==> src/rtl/snell_pkg.sv <==
// Shared constants and result record for the comp unit, its scheduler and their benches.
package snell_pkg;

    localparam int unsigned XW       = 7;
    localparam int unsigned YW       = 8;
    localparam int unsigned COMP_LAT = 1;
    localparam int unsigned ID_MAX_W = 3;

    typedef struct packed {
        logic [ID_MAX_W-1:0] id;
        logic [YW-1:0]       y;
    } comp_rsp_t;

endpackage

==> src/rtl/sync_fifo.sv <==
// Synchronous FIFO; head entry and valid come straight from registers, so there is no write-to-read bypass.
module sync_fifo #(
    parameter int unsigned W     = 9,
    parameter int unsigned DEPTH = 4
) (
    input  logic         clk,
    input  logic         rst,
    input  logic         wr_en,
    input  logic [W-1:0] wr_data,
    input  logic         rd_en,
    output logic         rd_valid,
    output logic [W-1:0] rd_data
);

    localparam int unsigned AW = $clog2(DEPTH);

    logic [W-1:0]  mem [DEPTH];
    logic [AW-1:0] wp;
    logic [AW-1:0] rp;
    logic [AW:0]   count;
    logic          pop;
    logic          full;

    assign pop      = rd_en && (count != '0);
    assign full     = (count == (AW+1)'(DEPTH));
    assign rd_valid = (count != '0);
    assign rd_data  = mem[rp];

    always_ff @(posedge clk) begin
        if (rst) begin
            wp    <= '0;
            rp    <= '0;
            count <= '0;
            for (int unsigned i = 0; i < DEPTH; i++) begin
                mem[i] <= '0;
            end
        end else begin
            if (wr_en) begin
                mem[wp] <= wr_data;
                wp      <= wp + AW'(1);
            end
            if (pop) begin
                rp <= rp + AW'(1);
            end
            if (wr_en && !pop) begin
                count <= count + (AW+1)'(1);
            end else if (!wr_en && pop) begin
                count <= count - (AW+1)'(1);
            end
        end
    end

    // The scheduler's credit limit guarantees room for every write.
    assert property (@(posedge clk) disable iff (rst) !(wr_en && full));

endmodule

==> src/rtl/comp_sched.sv <==
// Round-robin scheduler sharing one fixed-latency comp unit among NREQ requesters, with tagged in-order results.
module comp_sched
    import snell_pkg::*;
#(
    parameter int unsigned NREQ     = 2,
    parameter int unsigned XW       = snell_pkg::XW,
    parameter int unsigned YW       = snell_pkg::YW,
    parameter int unsigned COMP_LAT = snell_pkg::COMP_LAT,
    parameter int unsigned DEPTH    = 4
) (
    input  logic                    clk,
    input  logic                    rst,
    input  logic [NREQ-1:0]         req_valid,
    input  logic [NREQ*XW-1:0]      req_x,
    output logic [NREQ-1:0]         req_ready,
    output logic [XW-1:0]           comp_x,
    input  logic [YW-1:0]           comp_y,
    output logic                    rsp_valid,
    output logic [$clog2(NREQ)-1:0] rsp_id,
    output logic [YW-1:0]           rsp_y,
    input  logic                    rsp_ready
);

    localparam int unsigned IDW = $clog2(NREQ);
    localparam int unsigned CW  = $clog2(DEPTH + 1);

    logic [IDW-1:0]    ptr;
    logic [IDW-1:0]    gidx;
    logic [CW-1:0]     cnt;
    logic              issue_ok;
    logic              issue;
    logic              pop;
    logic [COMP_LAT:0] tag_v;
    logic [IDW-1:0]    tag_id [COMP_LAT+1];
    logic [IDW+YW-1:0] head;

    assign issue_ok = !rst && (cnt < CW'(DEPTH));
    assign issue    = |req_ready;
    assign pop      = rsp_valid && rsp_ready;

    // Scan offsets from farthest to nearest so the nearest valid requester overwrites.
    always_comb begin
        int unsigned idx;
        idx       = 0;
        req_ready = '0;
        gidx      = '0;
        if (issue_ok) begin
            for (int unsigned k = NREQ; k > 0; k--) begin
                idx = 32'(ptr) + k - 1;
                if (idx >= NREQ) begin
                    idx = idx - NREQ;
                end
                if (req_valid[IDW'(idx)]) begin
                    req_ready             = '0;
                    req_ready[IDW'(idx)]  = 1'b1;
                    gidx                  = IDW'(idx);
                end
            end
        end
    end

    always_ff @(posedge clk) begin
        if (rst) begin
            ptr    <= '0;
            comp_x <= '0;
            cnt    <= '0;
            tag_v  <= '0;
            for (int unsigned i = 0; i <= COMP_LAT; i++) begin
                tag_id[i] <= '0;
            end
        end else begin
            if (issue) begin
                comp_x <= req_x[32'(gidx)*XW +: XW];
                ptr    <= (gidx == IDW'(NREQ - 1)) ? '0 : gidx + IDW'(1);
            end
            if (issue && !pop) begin
                cnt <= cnt + CW'(1);
            end else if (!issue && pop) begin
                cnt <= cnt - CW'(1);
            end
            tag_v     <= {tag_v[COMP_LAT-1:0], issue};
            tag_id[0] <= gidx;
            for (int unsigned i = 1; i <= COMP_LAT; i++) begin
                tag_id[i] <= tag_id[i-1];
            end
        end
    end

    sync_fifo #(
        .W     (IDW + YW),
        .DEPTH (DEPTH)
    ) u_fifo (
        .clk      (clk),
        .rst      (rst),
        .wr_en    (tag_v[COMP_LAT]),
        .wr_data  ({tag_id[COMP_LAT], comp_y}),
        .rd_en    (rsp_ready),
        .rd_valid (rsp_valid),
        .rd_data  (head)
    );

    assign {rsp_id, rsp_y} = head;

endmodule
==> config.mk <==
export PLATFORM = sky130hd
export DESIGN_NAME = comp_sched
export DESIGN_NICKNAME = d
export VERILOG_FILES = /design/src/rtl/snell_pkg.sv /design/src/rtl/sync_fifo.sv /design/src/rtl/comp_sched.sv
export SDC_FILE = /design/constraint.sdc
export NUM_CORES = 1
export LEC_CHECK = 0
export CORE_UTILIZATION = 45
export DETAILED_ROUTE_END_ITERATION = 10
export PLACE_DENSITY = 0.8
export REMOVE_ABC_BUFFERS = 1
export SETUP_SLACK_MARGIN = 0.15
export SLEW_MARGIN = 5
export SYNTH_ARGS = -nofsm -noshare
export SYNTH_HDL_FRONTEND = slang
export SYNTH_SLANG_ARGS = --single-unit
==> constraint.sdc <==
create_clock -name clk -period 2.65 [get_ports clk]
set_input_delay 0.53 -clock clk [delete_from_list [all_inputs] [get_ports clk]]
set_output_delay 0.53 -clock clk [all_outputs]
set_load 0.1 [all_outputs]
### After elaboration in Yosys (flattened, before gate mapping)

Memories as Yosys holds them, arrays and structs flattened. A register that Yosys moved wholly into a read port is not among the register bits.
Cells that the tools add are included.

| storage, ports and cells | value |
|---|---|
| memories kept | 2 |
| flip-flop bits (word level) | 20 |
| RAM bits | 38 |
| bits of input ports | 27 |
| logic and storage cells | 86 |
| output and inout port bits | 19 |

| cells by class | value |
|---|---|
| add/sub/neg operators | 13 |
| shift-type cells | 1 |
| $lt $le $gt $ge | 7 |
| multiply operators | 1 |
| bitwise gates (word level) | 2 |
| mux-type cells | 36 |
| reduce and logical (&&, ||, !) cells | 17 |

Memories:

| name | depth | width | read ports | clocked after Yosys merged registers in | write ports | RTL line | text |
|---|---|---|---|---|---|---|---|
| u_fifo.mem | 4 | 9 | 1 | 1 | 4 | sync_fifo.sv:17 | `logic [W-1:0] mem [DEPTH];` |
| tag_id | 2 | 1 | 2 | 0 | 2 | comp_sched.sv:34 | `logic [IDW-1:0] tag_id [COMP_LAT+1];` |

Operators by type and width:

| kind | number |
|---|---|
| $ge A32 B2 Y1 const B | 2 |
| $mux W1 | 23 |
| $shiftx A14 B5 Y7 | 1 |
| $mux W2 | 6 |
| $mux W3 | 4 |
| $mux W9 | 1 |
| $reduce_or A9 Y1 | 1 |
| $logic_and A1 B1 Y1 | 8 |
| $add A3 B1 Y3 const B | 2 |
| $sub A3 B1 Y3 const B | 2 |
| $add A2 B1 Y2 const B | 2 |
| $logic_not A1 Y1 | 4 |
| $lt A1 B2 Y1 const B | 2 |
| $mul A1 B3 Y4 const B | 1 |
| $reduce_bool A2 Y1 | 2 |
| $sub A3 B1 Y4 const B | 1 |
| $add A1 B2 Y3 const B | 1 |
| $lt A3 B3 Y1 const B | 1 |
| $reduce_bool A3 Y1 | 1 |
| $sub A2 B1 Y3 const B | 1 |
| $add A1 B1 Y2 const B | 1 |
| $demux W1 S1 | 2 |
| $ge A1 B1 Y1 const B | 2 |
| $or A1 B1 Y1 | 2 |
| 3 further kinds | 4 |

### Logic depth before layout (Yosys ltp)

Gate-level depths: netlist (run 1).

| depth | value |
|---|---|
| depth after elaboration | 17 |
| depth in mapped cells | 11 |

### By module

From an unflattened synthesis (run 1), not the netlist that was laid out.

| second synthesis, totals | value |
|---|---|
| cells, all modules | 218 |
| area, all modules | 2740.1 µm² |

By module, submodules not included:

| module | cells an instance | instances | area each (µm²) | sequential area each (µm²) |
|---|---|---|---|---|
| sync_fifo | 138 | 1 | 1931.9 | 1261.2 |
| comp_sched | 80 | 1 | 808.3 | 300.3 |

### Least setup slack after synthesis (run 1)

OpenSTA, ideal clock, no wires.

| path | value |
|---|---|
| kind | input to register |
| start | input req_valid[1] |
| end | register cnt[2] |
| data arrival time | 2.276 ns |
| path buffers | 3 |
| cell stages on the path | 11 |
| path slack | 0.303 ns |
| cells stage by stage | buf_6 -> or2_1 -> buf_6 -> and2_4 -> buf_6 -> ha_1 -> inv_1 -> fa_1 -> xor2_1 -> or3_1 -> a21oi_1 |

| between the ends | value |
|---|---|
| word-level cells in the longest chain between the ends | 9 |
| elaborated cells between the ends (all ways) | 13 |
| those cells by class | mux: 8; reduce/logical: 5 |

RTL lines:

| what | RTL line | text |
|---|---|---|
| start, declared | comp_sched.sv:13 | `input logic [NREQ-1:0] req_valid,` |
| $mux W1 (implied by the code) (2 in a row) | comp_sched.sv:53 | `if (req_valid[IDW'(idx)]) begin` |
| $mux W2 | comp_sched.sv:53 |  |
| $mux W2 (*) | comp_sched.sv:53 |  |
| $mux W2 (*) | comp_sched.sv:47 | `if (issue_ok) begin` |
| $reduce_or A2 Y1 (*) | comp_sched.sv:38 | `assign issue = \|req_ready;` |
| named net issue | comp_sched.sv:31 | `logic issue;` |
| $logic_not A1 Y1 | comp_sched.sv:78 | `end else if (!issue && pop) begin` |
| $logic_and A1 B1 Y1 | comp_sched.sv:78 |  |
| $reduce_bool A2 Y1 (no source line) | - |  |
| end signal, assigned | comp_sched.sv:77 | `cnt <= cnt + CW'(1);` |
| end signal, assigned | comp_sched.sv:79 | `cnt <= cnt - CW'(1);` |
| end, declared | comp_sched.sv:29 | `logic [CW-1:0] cnt;` |

Mark *: on every way through the listed nets, which the timed path passes. The rest lies on a longest branch. The select of a mux whose other input is x is not followed.
A chain may end at the register's enable or synchronous reset.

### Worst setup path after layout (run 1)

| path | value |
|---|---|
| start | input req_valid[1] |
| end | output req_ready[1] |

| between the ends | value |
|---|---|
| word-level cells in the longest chain between the ends | 5 |
| elaborated cells between the ends (all ways) | 7 |
| those cells by class | mux: 7 |

RTL lines:

| what | RTL line | text |
|---|---|---|
| $mux W1 (implied by the code) (2 in a row) | comp_sched.sv:53 |  |
| $mux W2 | comp_sched.sv:53 |  |
| $mux W2 (*) | comp_sched.sv:53 |  |
| $mux W2 (*) | comp_sched.sv:47 |  |
| end, declared | comp_sched.sv:15 | `output logic [NREQ-1:0] req_ready,` |

Mark *: on every way between the ends. The rest lies on a longest branch, timed or not. The select of a mux whose other input is x is not followed.

==> impl_metrics.csv, run 1 <==
group,metric,value,unit
yosys,yosys.area_share.adder,2.40,%
sta,slew_viol_final,0,
pwr,combPwrFrac,37.8,%
drt,vias_per_cell,5.29,
pwr,p_leak,1.35,nW
sta,setup_viol,0,
pwr,p_per_area,884,nW/um^2
layout,mostFrequentLayoutCells,"36 x and2_1, 36 x edfxtp_1, 25 x clkdlybuf4s50_1, 24 x dfxtp_1, 20 x buf_4",
yosys,syn_inst,207,
clocking,root_buffer,"clkbuf_8",
floorplan,rows,27,
global_route,grt_first_pass_wirelength,8540,microns
pwr,p_sw_share,37.7,%
yosys,synth_seq_cells,60,
setup_path,crit_required,2.12,ns
setup_path,cp_max_fo,9,
floorplan,start_util,48.0,%
layout,synthToLayoutAreaGrowth,30.4,%
yosys,yosysWarnings,0,
pwr,pwr-share-seq,37.9,%
yosys,synthDistinctLibCells,39,
pwr,peakVddDrop,0.429,mV
setup_path,crit_path_end_kind,"primary output",
place,post-dp-hpwl,3580,microns
yosys,synth_compound_area_share,8.32,%
clocking,clk_path_buf_depth,2,
drt,routedWlPerCell,14.9,microns
place,port_buffers,45,
sta,hold_viol,0,
sta,min_period,2.42,ns
place,place.gp.congestion,0.738,
yosys,ys_seq_area_share,57.7,%
clocking,cts.reportedPaths.clkPinSlew,0.06,ns
drt,drtIter0Drc,62,
setup_path,cp_data_arrival_time,1.89,ns
global_route,grt_max_degree,17,
sta,max_freq,413,MHz
yosys,synth.area.mux_share,8.23,%
clocking,clk_latency,0.33,ns
clocking,post_cts_buffers,0,
drt,drcViolationCount,0,
sta,worstMarginPinSlew,0.552,ns
clocking,htree_levels,3,
run_status,outcome,"completed",
floorplan,die-area,6330,sq um
drt,wirelength,5030,microns
sta,relSlewSlack,62.9,%
drt,postRouteAntennaNets,0,
setup_path,criticalPathCategory,"in2out",
setup_path,reg2reg_depth,7,
floorplan,io_pins,46,
global_route,grt_pass1_vias,1843,
global_route,antenna_found_initial,0,
yosys,synthesis.area,2710,sq um
clocking,cts_made_buffers,9,
sta,rsz0062_at_grt,"no",
layout,drive_above_1_share,25.2,%
layout,diodes,0,
sta,period_share,91.4,%
layout,final_util,62.5,%
yosys,synth_top_family_by_area,"simple AND/OR/NAND/NOR gates",
clocking,clock-sinks,60,
global_route,grt_overflow,0,
yosys,syn_avg_cell_area,13.1,sq um
floorplan,die_h,79.6,microns
sta,clock_skew,0.00728,ns
worst_hold_path,hold_path_class,"reg2reg",
job,maxCapViolations,0,
layout,nets,292,
yosys,synthXorXnorAreaFrac,2.27,%
yosys,synth-simple-area-share,17.5,%
global_route,track_usage,18.4,%
floorplan,fp.coreArea,5640,sq um
pwr,clockPowerShare,24.2,%
worst_hold_path,hold-path-cell-count,1,
pwr,internal_power,1.95,mW
drt,vias,1789,
sta,holdWs,0.435,ns
setup_path,start_kind,"input port",
floorplan,die_w,79.6,microns
clocking,cts_tree,"built",
pwr,power.switching,1.17,mW
drt,firstDrtPassIters,4,
cells by family after synthesis:
group | Yosys count
compound gates | 29
xor+xnor | 7
fa+ha+maj | 4
buf+inv | 17
flops | 60
mux | 11
simple gates | 79
final timing paths:
check	from	end	slack, ns
max	req_valid[1]	req_ready[1]	0.23
min	tag_v[0]$_SDFF_PP0_	tag_v[1]$_SDFF_PP0_	0.43
max reg2reg	u_fifo.count[0]$_SDFFE_PP0P_	u_fifo.count[2]$_SDFFE_PP0P_	0.38
min reg2reg	tag_v[0]$_SDFF_PP0_	tag_v[1]$_SDFF_PP0_	0.43
layer usage:
| metal | part of all wire, % | vias to the layer above | wire (microns) | global-route usage, % |
|---|---|---|---|---|
| li1 | - | 862 | - | - |
| met1 | 41 | 862 | 2070 | 21.0 |
| met2 | 51 | 59 | 2570 | 30.9 |
| met3 | 6.4 | 6 | 320 | 5.03 |
| met4 | 1.5 | 0 | 76 | 10.5 |
| met5 | 0 | - | 0 | 0 |
synth_stat cells, drive strengths merged:
master / number / area (sq um)
mux2i: 2 / 20.0
nand3: 1 / 5.00
edfxtp: 36 / 1080
nand3b: 1 / 7.51
o311ai: 1 / 8.76
xnor2: 1 / 8.76
fa: 2 / 40.0
a21oi: 10 / 50.1
clkbuf: 2 / 7.51
a31o: 1 / 8.76
nor2b: 4 / 25.0
a311oi: 7 / 105
or2: 3 / 18.8
nand2b: 1 / 6.26
buf: 12 / 77.6
and2: 38 / 241
and3b: 1 / 8.76
xor2: 6 / 52.6
and3: 1 / 6.26
dfxtp: 24 / 480
inv: 3 / 11.3
nand2: 5 / 18.8
nand4: 7 / 43.8
nor2: 12 / 52.6
nor3b: 1 / 12.5
o31ai: 1 / 7.51
o21ai: 9 / 45.0
or3: 3 / 18.8
mux4: 9 / 203
ha: 2 / 25.0
or3b: 1 / 8.76
flip-flops by register name, indices dropped and copies added (netlist names), named ones only:
name          flops
tag_id            2
cnt               3
u_fifo.mem       36
u_fifo.wp         2
tag_v             2
u_fifo.count      3
u_fifo.rp         2
ptr               1
comp_x            7
through the flow:
stage / cells / TNS, ns / cell area, sq um / setup slack [ns] / power [mW]
6_report: 338 / 0 / 3530 / 0.229 / 3.12
5_1_grt: 338 / 0 / 3530 / 0.182 / 3.25
4_1_cts: 338 / 0 / 3510 / 0.174 / 3.14
3_5_place_dp: 322 / 0 / 3330 / 0.0682 / 2.38
3_3_place_gp: 322 / 0 / 3330 / 0.100 / 2.36
2_1_floorplan: 193 / -0.177 / 2620 / -0.177 / 2.01
area by class of cell:
class | count | area, sq um
Multi-Input combinational cell | 130 | 1060
Sequential cell | 60 | 1560
Clock buffer | 10 | 128
Fill cell | 429 | 2110
Inverter | 3 | 11.3
Tap cell | 72 | 90.1
Timing Repair Buffer | 57 | 624
Clock inverter | 6 | 55.1
power by group through the flow:
stage	clock, mW	combinational (mW)	sequential, mW
after CTS	0.774	1.18	1.19
final	0.756	1.18	1.18
after detailed placement	0	1.18	1.20
after global placement	0	1.16	1.20
after global routing	0.814	1.24	1.20
after floorplan	0	0.684	1.32
timing repair:
| action | in CTS | in global routing |
|---|---|---|
| pin swaps | 0 | 1 |
| gates cloned | 0 | 0 |
| hold buffers | 0 | 0 |
| resized for setup | 1 | 4 |
| setup endpoints to repair | 1 | 1 |
critical path: stages:
cell and delay, ns:
clkdlybuf4s50_1 0.48, buf_4 0.16, or3b_4 0.40, nor2_4 0.14, buf_12 0.18
(Power assumes the default switching activity.)
==> run 2: changes to the inputs <==
--- a/config.mk
+++ b/config.mk
@@ -7,6 +7,7 @@
 export LEC_CHECK = 0
 export CORE_UTILIZATION = 45
 export DETAILED_ROUTE_END_ITERATION = 10
+export HOLD_SLACK_MARGIN = 0.15
 export PLACE_DENSITY = 0.8
 export REMOVE_ABC_BUFFERS = 1
 export SETUP_SLACK_MARGIN = 0.15
==> results of run 2 <==
The final DEF is identical to that of run 1; final timing and power are the same.
==> run 3: changes to the inputs <==
--- a/config.mk
+++ b/config.mk
@@ -6,7 +6,9 @@
 export NUM_CORES = 1
 export LEC_CHECK = 0
 export CORE_UTILIZATION = 45
+export CTS_CLUSTER_DIAMETER = 100
 export DETAILED_ROUTE_END_ITERATION = 10
+export GPL_ROUTABILITY_DRIVEN = 0
 export HOLD_SLACK_MARGIN = 0.15
 export PLACE_DENSITY = 0.8
 export REMOVE_ABC_BUFFERS = 1
==> results of run 3 <==
The final DEF is identical to that of run 1; final timing and power are the same.
